<file path="config.mk">
export PLATFORM = sky130hd
export DESIGN_NAME = subleq_mem_arbiter
export DESIGN_NICKNAME = d
export VERILOG_FILES = /design/src/rtl/subleq_pkg.sv /design/src/rtl/subleq_rr_pick.sv /design/src/rtl/subleq_mem_arbiter.sv
export SDC_FILE = /design/constraint.sdc
export NUM_CORES = 1
export LEC_CHECK = 0
export CORE_UTILIZATION = 41
export CTS_CLUSTER_SIZE = 40
export DETAILED_ROUTE_END_ITERATION = 7
export PLACE_DENSITY = 0.89
export SKIP_CTS_REPAIR_TIMING = 1
export SLEW_MARGIN = 0
export SYNTH_ARGS = -nofsm -noshare
export SYNTH_HDL_FRONTEND = slang
export SYNTH_SLANG_ARGS = --single-unit
</file>
<file path="constraint.sdc">
create_clock -name clock -period 1.36 [get_ports clock]
set_input_delay 0.204 -clock clock [delete_from_list [all_inputs] [get_ports clock]]
set_output_delay 0.204 -clock clock [all_outputs]
set_load 0.01 [all_outputs]
</file>
<file path="src/rtl/subleq_pkg.sv">
// Purpose: shared types and widths for the subleq memory arbiter slice.
// Latency: n/a (declarations only).
// Backpressure: n/a.
// Contents: ADDR_W/DATA_W defaults, owner_t (request owner tag), mem_cmd_t
// (registered memory command).
package subleq_pkg;

  localparam int ADDR_W = 8;
  localparam int DATA_W = 8;

  typedef enum logic {
    OWNER_CORE = 1'b0,
    OWNER_HOST = 1'b1
  } owner_t;

  typedef struct packed {
    logic              en;
    logic              we;
    logic [ADDR_W-1:0] addr;
    logic [DATA_W-1:0] wdata;
  } mem_cmd_t;

endpackage

</file>
<file path="src/rtl/subleq_rr_pick.sv">
// Purpose: 2-way grant picker (core/host) with round-robin pointer and lock gating.
// Latency: grants are combinational from req/lock; pointer updates on the transfer edge.
// Backpressure: the loser's gnt stays low, so it holds its request until granted.
// Ports: clock, reset_n (sync, active-low); c_req/h_req requests; lock forces
// core-only grants; c_gnt/h_gnt one-hot-or-zero grants.
// Build option SUBLEQ_ARB_HOST_PRIORITY_EN: host wins every contended cycle and
// no pointer register exists.
module subleq_rr_pick
  import subleq_pkg::*;
(
  input  logic clock,
  input  logic reset_n,
  input  logic c_req,
  input  logic h_req,
  input  logic lock,
  output logic c_gnt,
  output logic h_gnt
);

`ifdef SUBLEQ_ARB_HOST_PRIORITY_EN

  // Fixed priority has no state; clock/reset are kept for a uniform port list.
  logic unused_clk_rst;
  assign unused_clk_rst = clock ^ reset_n;

  always_comb begin
    c_gnt = 1'b0;
    h_gnt = 1'b0;
    if (lock) begin
      c_gnt = c_req;
    end else if (h_req) begin
      h_gnt = 1'b1;
    end else begin
      c_gnt = c_req;
    end
  end

`else

  // prefer names the requester that wins the next contended cycle.
  owner_t prefer;

  always_comb begin
    c_gnt = 1'b0;
    h_gnt = 1'b0;
    if (lock) begin
      c_gnt = c_req;
    end else if (c_req && h_req) begin
      c_gnt = (prefer == OWNER_CORE);
      h_gnt = (prefer == OWNER_HOST);
    end else begin
      c_gnt = c_req;
      h_gnt = h_req;
    end
  end

  // gnt implies req, so a grant here is an actual transfer.
  always_ff @(posedge clock) begin
    if (!reset_n) begin
      prefer <= OWNER_CORE;
    end else if (c_gnt) begin
      prefer <= OWNER_HOST;
    end else if (h_gnt) begin
      prefer <= OWNER_CORE;
    end
  end

`endif

endmodule

</file>
<file path="src/rtl/subleq_mem_arbiter.sv">
// Purpose: shares the single-port subleq memory between the core (C) and host (H).
// Latency: command on mem_* one cycle after transfer; read return one cycle later.
// Backpressure: combinational gnt; requester holds req/we/addr/wdata until gnt.
// Ports: clock, reset_n (sync, active-low); c_* core request/lock/grant/return;
// h_* host request/grant/return; mem_* registered memory command, mem_rdata
// synchronous read data. Build option SUBLEQ_ARB_HOST_PRIORITY_EN selects host
// priority instead of round-robin (see subleq_rr_pick).
// ADDR_W/DATA_W must match the subleq_pkg widths used by mem_cmd_t.
module subleq_mem_arbiter #(
  parameter int ADDR_W = subleq_pkg::ADDR_W,
  parameter int DATA_W = subleq_pkg::DATA_W
) (
  input  logic              clock,
  input  logic              reset_n,
  input  logic              c_req,
  input  logic              c_we,
  input  logic              c_lock,
  input  logic [ADDR_W-1:0] c_addr,
  input  logic [DATA_W-1:0] c_wdata,
  output logic              c_gnt,
  output logic              c_rvalid,
  output logic [DATA_W-1:0] c_rdata,
  input  logic              h_req,
  input  logic              h_we,
  input  logic [ADDR_W-1:0] h_addr,
  input  logic [DATA_W-1:0] h_wdata,
  output logic              h_gnt,
  output logic              h_rvalid,
  output logic [DATA_W-1:0] h_rdata,
  output logic              mem_en,
  output logic              mem_we,
  output logic [ADDR_W-1:0] mem_addr,
  output logic [DATA_W-1:0] mem_wdata,
  input  logic [DATA_W-1:0] mem_rdata
);

  import subleq_pkg::mem_cmd_t;
  import subleq_pkg::owner_t;
  import subleq_pkg::OWNER_CORE;
  import subleq_pkg::OWNER_HOST;

  logic              lock_q;
  mem_cmd_t          cmd_q;
  // Stage 1 tag travels alongside cmd_q; stage 2 is the rvalid cycle.
  logic              rd1_q;
  owner_t            own1_q;
  logic              c_rvalid_q;
  logic              h_rvalid_q;
  logic [DATA_W-1:0] c_hold_q;
  logic [DATA_W-1:0] h_hold_q;

  subleq_rr_pick u_pick (
    .clock   (clock),
    .reset_n (reset_n),
    .c_req   (c_req),
    .h_req   (h_req),
    .lock    (lock_q),
    .c_gnt   (c_gnt),
    .h_gnt   (h_gnt)
  );

  always_ff @(posedge clock) begin
    if (!reset_n) begin
      lock_q     <= 1'b0;
      cmd_q      <= '0;
      rd1_q      <= 1'b0;
      own1_q     <= OWNER_CORE;
      c_rvalid_q <= 1'b0;
      h_rvalid_q <= 1'b0;
      c_hold_q   <= '0;
      h_hold_q   <= '0;
    end else begin
      // Lock arms on a locked core transfer and drops as soon as c_lock falls.
      if (c_gnt && c_lock) begin
        lock_q <= 1'b1;
      end else if (!c_lock) begin
        lock_q <= 1'b0;
      end

      if (c_gnt) begin
        cmd_q.en    <= 1'b1;
        cmd_q.we    <= c_we;
        cmd_q.addr  <= c_addr;
        cmd_q.wdata <= c_wdata;
      end else if (h_gnt) begin
        cmd_q.en    <= 1'b1;
        cmd_q.we    <= h_we;
        cmd_q.addr  <= h_addr;
        cmd_q.wdata <= h_wdata;
      end else begin
        cmd_q.en <= 1'b0;
        cmd_q.we <= 1'b0;
      end

      rd1_q  <= (c_gnt && !c_we) || (h_gnt && !h_we);
      own1_q <= h_gnt ? OWNER_HOST : OWNER_CORE;

      c_rvalid_q <= rd1_q && (own1_q == OWNER_CORE);
      h_rvalid_q <= rd1_q && (own1_q == OWNER_HOST);

      // Keep the last returned byte visible after rvalid drops.
      if (c_rvalid_q) c_hold_q <= mem_rdata;
      if (h_rvalid_q) h_hold_q <= mem_rdata;
    end
  end

  assign mem_en    = cmd_q.en;
  assign mem_we    = cmd_q.we;
  assign mem_addr  = cmd_q.addr;
  assign mem_wdata = cmd_q.wdata;

  // Memory data arrives in the rvalid cycle itself, so it is passed straight through.
  assign c_rvalid = c_rvalid_q;
  assign h_rvalid = h_rvalid_q;
  assign c_rdata  = c_rvalid_q ? mem_rdata : c_hold_q;
  assign h_rdata  = h_rvalid_q ? mem_rdata : h_hold_q;

endmodule
</file>
==> impl_metrics.toml, run 1 <==
[cells_and_area]
area_delta_synth_final_pct = 66.4
layout.cells.non_filler = 328
fillers = 334
fin_nets = 322
drive_above_1_share_pct = 30.4
antenna_cells = 0
stdcell_area_sq_um = 3070

[global_route]
grt_usage_pct = 20.5
antenna_found_initial = 0
grt_pass1_wl_mm = 7.85
grt-ovfl-total = 0
grt_pass1_vias = 1657
grt_max_degree = 34

[place]
gp_congestion = 0.857
port_buffers = 84
placed_area_sq_um = 2800
dpl.cell_count = 316
hpwl_mm = 3.42

[floorplanning]
start_util_pct = 42.6
core_area_sq_um = 4320
fp.dieH_um = 69.0
num_io_pins = 85
row_count = 24
die_x_um = 69.0
dieArea_sq_um = 4760

[run_status]
run_status = "complete, but fails checks"
violations = "setup timing"

[synth]
ys_seq_area_share_pct = 43.5
synthesis.area_sq_um = 1840
yosysWarnings = 0
synth_edf_count = 0
ys_ff_latch = 40
synth_area_leader_cell = "dfxtp_1"
synthCells = 181
yosys-top-cells-area = "dfxtp_1 43%, mux2_2 9.8%, o221ai_2 7.3%, and2_1 5.4%, nand4_1 5.4%"
yosys.cell_count.top_type = "dfxtp_1"
syn-num-nets = 228
avgSynthCellArea_sq_um = 10.2
synth_top_area_share_pct = 43.5
ys.flop_type = "dfxtp_1"
synth_cell_type_count = 29
async_flop_share_pct = 0
ys_top_cells_by_count = "40 x dfxtp_1, 19 x inv_1, 16 x and2_1, 16 x mux2_2, 16 x nand4_1"

[clock_tree]
cts_buffers = 5
clkLatencyLatePin_ns = 0.29
cts_tree = "built"
path_clk_slew_ns = 0.08
ctsHtreeMaxLevel = 2
clock_sinks = 40
clk_path_buf_depth = 2
cts_root_buf = "clkbuf_8"

[routing]
drc = 0
avgViaCountPerCell = 5.16
antenna_left = 0
drt-initial-drc-count = 43
route.detailed.wl_per_inst_um = 15.4
vias = 1693
first_pass_iters = 4
wl_mm = 5.04

[sta]
relSlewSlack_pct = 79.5
hold_viol = 0
tightestPinTransition_ns = 0.307
post-route-min-period_ns = 1.49
hold_ws_ns = 0.204
setup_violations = 16
fin_ws_ns = -0.128
report.final.slew_viol_count = 0
rsz0062_at_grt = "yes"
fin_skew_ns = 0.00360
fin_crit_sh_pct = 109
fmax_mhz = 672

[setup_path]
end_kind = "output pin"
path_class = "flip-flop to output pin"
cp.arrival_ns = 1.28
worst_ep_required_time_ns = 1.16
cp_max_fo = 4
start_kind = "flip-flop"

[run]
drv_cap = 0

[hold_path]
hold_class = "primary input to flip-flop"

[power_and_ir_drop]
ir_drop_mv = 0.518
p_per_area_nw_per_um2 = 883
finalPower_mw = 2.71
p_leak_nw = 1.51
[cell families (layout without fill, tap and decap cells)]
logic type / after synthesis / in the layout / synth area share, %
AOI/OAI and AO/OA: 39 / 39 / 20.4
buffers and inverters: 37 / 132 / 9.85
DFF: 40 / 40 / 43.5
muxes: 16 / 16 / 9.78
and+or+nand+nor: 49 / 49 / 16.5
[per-stage QoR]
stage / utilization (%) / worst slack, ns / TNS, ns
6_report: 70.9 / -0.128 / -1.30
5_1_grt: 70.9 / -0.170 / -1.92
4_1_cts: 66.8 / -0.524 / -9.30
3_5_place_dp: 64.7 / -0.520 / -8.99
3_3_place_gp: 64.7 / -0.427 / -8.37
2_1_floorplan: - / 0.155 / 0
[worst max-delay path, cell delays in order (launching register included)]
cell	delay (ns)
dfxtp_4	0.38
clkbuf_16	0.14
mux2_2	0.33
clkbuf_2	0.14
[routing by layer]
layer,global-route usage [%],up-vias,part of all wire (%)
li1,-,846,-
met1,23.8,770,42
met2,34.0,65,50
met3,6.14,12,5.5
met4,10.4,0,2.8
met5,0,-,0
[sequential cells by signal, summed over array words and instances (netlist names), 8 cells and up]
signal	cells
mem_addr	8
h_hold_q	8
c_hold_q	8
mem_wdata	8
[worst paths after layout]
check	start	to	slack (ns)	depth (start not counted)
max reg2reg	lock_q$_SDFFE_PN0P_	mem_wdata[7]$_SDFFE_PN0P_	0.07	5
max	c_rvalid$_SDFF_PN0_	c_rdata[3]	-0.13	3
min	reset_n	c_rvalid$_SDFF_PN0_	0.20	3
min reg2reg	own1_q$_SDFF_PN0_	c_rvalid$_SDFF_PN0_	0.40	1
[where the power goes]
part           leakage (nW)  internal [mW]  total (mW)  switching [mW]
Combinational          1.13          0.353       0.607           0.254
Sequential            0.330           1.23        1.27          0.0323
Clock                0.0510          0.405       0.833           0.428
[layout make-up]
class | instances | area [sq um] | share of cell area, %
clock inverters | 2 | 10.0 | 0.327
flip-flops and latches | 40 | 811 | 26.4
inverters | 19 | 71.3 | 2.33
multi-input cells | 104 | 915 | 29.8
clock buffers | 6 | 82.6 | 2.69
well taps | 52 | 65.1 | 2.12
repair buffers | 105 | 1110 | 36.2
[placed cells by master, fill, tap and decap left out]
master,synthesis,routed
clkdlybuf4s50_1,0,44
dfxtp_1,40,36
dlymetal6s2s_1,0,22
inv_1,19,19
and2_1,16,16
nand4_1,16,16
buf_4,1,16
o211ai_1,13,13
mux2_4,0,12
buf_6,4,12
o221ai_2,9,9
o221ai_1,7,7
clkbuf_8,0,6
clkbuf_2,0,5
mux2_2,16,4
o211ai_2,3,3
nand2_1,3,3
a21oi_1,3,3
nor2_1,4,3
buf_12,0,3
nand3_1,2,2
nor3_1,2,2
dfxtp_4,0,2
clkinv_2,0,2
clkbuf_16,0,2
dfxtp_2,0,2
nand3b_4,1,1
and2_4,1,1
nand2b_2,1,1
nor2b_2,0,1
nor2_4,0,1
and2b_1,1,1
o2111ai_1,1,1
a211oi_1,1,1
o21a_1,1,1
and3_1,1,1
o21ai_0,1,1
buf_2,7,1
Note: power is estimated with default switching activity, not from simulation.
==> run 2, diff against run 1 <==
- CORE_UTILIZATION: 41 -> 40
- PLACE_DENSITY: 0.89 -> 0.88
- SYNTH_HIERARCHICAL: default -> 1
==> run 2 against run 1 <==
  * The run still ends with setup timing left
  * Via count fell by 12%
  * Core utilization increased by 4.8 points
  * Register-to-register slack lost 0.24 ns
==> impl_metrics.toml, run 2 <==
[cells_and_area]
postLayoutCoreUtil_pct = 75.7
stdcell_area_sq_um = 3140
fillers = 287
final_cell_mix = "45 x clkdlybuf4s50_1, 36 x dfxtp_1, 32 x mux2_4, 23 x dlymetal6s2s_1, 19 x buf_6"
area_delta_synth_final_pct = 76.4
antenna_cells = 0
layout_commonest_cell = "clkdlybuf4s50_1"
fin_nets = 294
drive_above_1_share_pct = 33.1

[routing]
drt-initial-drc-count = 36
avgViaCountPerCell = 4.99
drc = 0
route.detailed.wl_per_inst_um = 15.1
first_pass_iters = 4
wl_mm = 4.51
vias = 1486
antenna_left = 0

[floorplanning]
die_x_um = 68.7
start_util_pct = 42.9
num_io_pins = 85
dieArea_sq_um = 4720
core_area_sq_um = 4140
fp.dieH_um = 68.7
row_count = 23

[synth]
synth_area_leader_cell = "dfxtp_1"
synth_edf_count = 0
ys_top_cells_by_count = "40 x dfxtp_1, 18 x and2_1, 18 x o211a_1, 16 x mux2_2, 16 x mux2_4"
ys.flop_type = "dfxtp_1"
ys_ff_latch = 40
synth_top_family_by_area = "multiplexers"
synthCells = 148
synthSimpleGateAreaFrac_pct = 15.9
yosys-top-cells-area = "dfxtp_1 45%, mux2_4 14%, o211a_1 10%, mux2_2 10%, and2_1 6.3%"
syn-num-nets = 195
ys_seq_area_share_pct = 45.0
async_flop_share_pct = 0
synth.area.mux_share_pct = 23.6
yosysWarnings = 6
synth_cell_type_count = 20
synth-compound-area-share_pct = 11.4
synth_xor_area_share_pct = 0
synthesis.area_sq_um = 1780
yosys.cell_count.top_type = "dfxtp_1"
avgSynthCellArea_sq_um = 12.0
synth_top_area_share_pct = 45.0
yosys.area_share.adder_pct = 0

[setup_path]
start_kind = "flip-flop"
ff2ff_setup_slack_ns = -0.17
end_kind = "flip-flop"
critical-path-top-delay-family = "flip-flops"
critPathMaxStageDelay_ns = 0.37
slowest_stage = "dfxtp_4"
worst_ep_required_time_ns = 1.55
crit_chain = "nor2b_4 -> nor3b_4 -> buf_4 -> clkbuf_16 -> mux2_4 -> o211a_1"
ff2ff_path_depth = 6
cp.arrival_ns = 1.72
timing.rr.start = "u_pick/prefer$_SDFFE_PN0P_"
cp_max_fo = 6
timing.rr.end = "mem_addr[4]$_SDFFE_PN0P_"
path_class = "flip-flop to flip-flop"
critPathBufInv = 2

[clock_tree]
cts_tree = "built"
path_clk_slew_ns = 0.07
clkLatencyLatePin_ns = 0.29
cts_buffers = 5
clk_path_buf_depth = 2
clock_sinks = 40
ctsHtreeMaxLevel = 2
cts_root_buf = "clkbuf_8"

[sta]
hold_viol = 0
fin_skew_ns = 0.00523
hold_ws_ns = 0.286
report.final.slew_viol_count = 0
setup_violations = 35
tightestPinTransition_ns = 0.200
fin_crit_sh_pct = 113
fmax_mhz = 652
rsz0062_at_grt = "yes"
relSlewSlack_pct = 86.6
post-route-min-period_ns = 1.53
fin_ws_ns = -0.173

[global_route]
grt-ovfl-total = 0
grt_usage_pct = 18.0
grt_max_degree = 41
grt_pass1_vias = 1428
antenna_found_initial = 0
grt_pass1_wl_mm = 6.08

[run_status]
run_status = "complete, but fails checks"
violations = "setup timing"

[run]
drv_cap = 0

[place]
pre_cts_slack_ns = -0.540
gp_congestion = 0.728
port_buffers = 84
hpwl_mm = 2.85
placed_area_sq_um = 2760

[hold_path]
hold_class = "primary input to flip-flop"
hold_end = "u_pick/prefer$_SDFFE_PN0P_"
whs_path_depth = 3
min_from = "c_req"

[power_and_ir_drop]
p_leak_nw = 1.75
finalPower_mw = 2.75
p_per_area_nw_per_um2 = 877
ir_drop_mv = 0.588
==> run 2: cell count changes after synthesis, moves of 13 or more <==
cell      before  now
inv_1         19    0
nand4_1       16    0
mux2_4         0   16
o211ai_1      13    0
nand2b_1       0   13
o211a_1        0   18
==> run 2: layout make-up <==
type	count	area (sq um)	area share, %
clock buffers	6	82.6	2.63
clock inverters	2	10.0	0.319
multi-input cells	97	982	31.3
flip-flops and latches	40	813	25.9
well taps	50	62.6	1.99
repair buffers	103	1190	37.8
==> run 2: worst max-delay path by stage <==
stage,cells past startpoint,start,slack (ns),to
final,6,u_pick/prefer$_SDFFE_PN0P_,-0.17,mem_addr[4]$_SDFFE_PN0P_
after floorplan,5,u_pick/prefer$_SDFFE_PN0P_,-0.16,mem_addr[0]$_SDFFE_PN0P_
after global routing,6,u_pick/prefer$_SDFFE_PN0P_,-0.25,mem_wdata[3]$_SDFFE_PN0P_
after CTS,4,c_req,-0.52,h_gnt
after detailed placement,6,c_req,-0.54,mem_wdata[0]$_SDFFE_PN0P_
after global placement,4,c_req,-0.49,h_gnt
==> run 2: metrics by stage <==
stage          setup TNS (ns)  std cells
6_report                -3.72        298
5_1_grt                 -5.68        298
4_1_cts                -12.70        290
3_5_place_dp           -14.11        282
3_3_place_gp           -13.31        282
2_1_floorplan           -2.35        148
==> run 2: where the power goes <==
group / switching [mW] / internal (mW) / leakage (nW)
Sequential: 0.0357 / 1.23 / 0.331
Clock: 0.413 / 0.405 / 0.0510
Combinational: 0.212 / 0.455 / 1.37
Total: 0.661 / 2.09 / 1.75
==> run 2: worst register-to-register path: stages (launching register included) <==
cell	delay [ns]
dfxtp_4	0.37
nor2b_4	0.04
nor3b_4	0.23
buf_4	0.16
clkbuf_16	0.14
mux2_4	0.29
o211a_1	0.20
==> run 2: routing by layer <==
layer  GRT usage, %  part of all wire, %  vias up
li1               -                    -      710
met1           17.7                   38      703
met2           34.2                   53       66
met3           5.26                  8.3        7
met4           8.42                  1.5        0
met5              0                    0        -
==> run 2: kinds of logic after synthesis <==
kind of cell,Yosys count
AND/OR/NAND/NOR,44
flip-flops,40
multiplexers,32
AO/OA/AOI/OAI,21
buffers and inverters,11
==> run 3, diff against run 2 <==
- REMOVE_ABC_BUFFERS: default -> 1
==> run 3 against run 2 <==
  * The flow still finishes with violations (setup timing)
  * First-iteration DRC count up 53%
  * Clock power down 9.0%
  * Fmax down 1.8%
  * Critical endpoint is now mem_wdata[0]$_SDFFE_PN0P_
  * Non-clock buffer count down 1
==> impl_metrics.toml, run 3 (same netlist as run 2, synthesis figures left out) <==
[power_and_ir_drop]
p_leak_nw = 1.71
p_per_area_nw_per_um2 = 863
ir_drop_mv = 0.730

[cells_and_area]
drive_above_1_share_pct = 32.9
layout_commonest_cell = "clkdlybuf4s50_1"
stdcell_area_sq_um = 3100
area_delta_synth_final_pct = 74.2
final_cell_mix = "46 x clkdlybuf4s50_1, 36 x dfxtp_1, 32 x mux2_4, 21 x dlymetal6s2s_1, 19 x buf_6"
fin_nets = 293
antenna_cells = 0
layout.cells.non_filler = 296

[routing]
first_pass_iters = 4
avgViaCountPerCell = 4.85
route.detailed.wl_per_inst_um = 15.3
drc = 0
vias = 1437
wl_mm = 4.52
drt-initial-drc-count = 55
antenna_left = 0

[sta]
fmax_mhz = 640
post-route-min-period_ns = 1.56
setup_violations = 34
rsz0062_at_grt = "yes"
fin_crit_sh_pct = 115
fin_ws_ns = -0.202
fin_skew_ns = 0.00431
fin_setup_tns_ns = -3.47
hold_viol = 0
tightestPinTransition_ns = 0.216
relSlewSlack_pct = 85.6
report.final.slew_viol_count = 0

[place]
hpwl_mm = 2.92
gp_congestion = 0.726
port_buffers = 84
dpl.cell_count = 282
placed_area_sq_um = 2740

[hold_path]
hold_class = "primary input to flip-flop"
whs_path_depth = 2
min_from = "c_req"
hold_end = "u_pick/prefer$_SDFFE_PN0P_"

[setup_path]
cp.arrival_ns = 1.75
ff2ff_setup_slack_ns = -0.19
path_class = "primary input to flip-flop"
worst_ep_required_time_ns = 1.55
timing.rr.start = "u_pick/prefer$_SDFFE_PN0P_"
timing.rr.end = "mem_wdata[0]$_SDFFE_PN0P_"
cp_max_fo = 5
ff2ff_path_depth = 7
start_kind = "primary input"
end_kind = "flip-flop"

[floorplanning]
num_io_pins = 85
core_area_sq_um = 4140
dieArea_sq_um = 4720
start_util_pct = 42.9
die_x_um = 68.7
row_count = 23
fp.dieH_um = 68.7

[global_route]
grt-ovfl-total = 0
grt_max_degree = 25
grt_pass1_vias = 1375
antenna_found_initial = 0
grt_pass1_wl_mm = 6.11
grt_usage_pct = 18.1

[run_status]
run_status = "complete, but fails checks"
violations = "setup timing"

[clock_tree]
path_clk_slew_ns = 0.07
cts_root_buf = "clkbuf_8"
clk_path_buf_depth = 2
ctsHtreeMaxLevel = 2
cts_buffers = 5
clock_sinks = 40
clkLatencyLatePin_ns = 0.29
cts_tree = "built"

[run]
drv_cap = 0
run 3: per-layer routing:
layer  track usage, %  routed length (um)
met5                0                   0
met4             9.95                  76
met3             6.25                 408
met2             30.4                2190
met1             19.9                1840
run 3: layout make-up:
| class | count | area (sq um) |
|---|---|---|
| clock buffer | 5 | 68.8 |
| clock inverter | 2 | 12.5 |
| fill | 279 | 1040 |
| multi-input combinational | 97 | 977 |
| sequential | 40 | 811 |
| tap | 50 | 62.6 |
| timing repair buffer | 102 | 1170 |
run 3: per-stage QoR:
stage	power, mW	hold slack (ns)	util, %	setup slack [ns]
after floorplan	1.55	0.322	-	-0.938
after global placement	1.89	0.389	66.0	-0.600
after detailed placement	1.90	0.399	66.0	-0.618
after CTS	2.66	0.410	68.0	-0.638
after global routing	2.82	0.219	74.8	-0.246
final	2.67	0.216	74.8	-0.202
run 3: worst max-delay path by stage:
stage / slack [ns] / depth (start not counted) / to / from
after floorplan: -0.94 / 4 / mem_addr[0]$_SDFFE_PN0P_ / u_pick/prefer$_SDFFE_PN0P_
after global placement: -0.60 / 5 / h_gnt / c_req
after detailed placement: -0.62 / 5 / h_gnt / c_req
after CTS: -0.64 / 5 / h_gnt / c_req
after global routing: -0.25 / 7 / mem_wdata[0]$_SDFFE_PN0P_ / u_pick/prefer$_SDFFE_PN0P_
final: -0.20 / 7 / mem_wdata[0]$_SDFFE_PN0P_ / h_req
run 3: critical path: stages:
cell             delay [ns]
clkdlybuf4s50_1        0.48
nor3b_4                0.21
buf_6                  0.15
buf_12                 0.12
buf_12                 0.10
mux2_4                 0.29
o211a_1                0.20
run 3: where the power goes:
group          switching, mW  total [mW]  internal (mW)
logic                  0.215       0.665          0.449
clock network          0.397       0.744          0.347
registers             0.0329        1.27           1.23
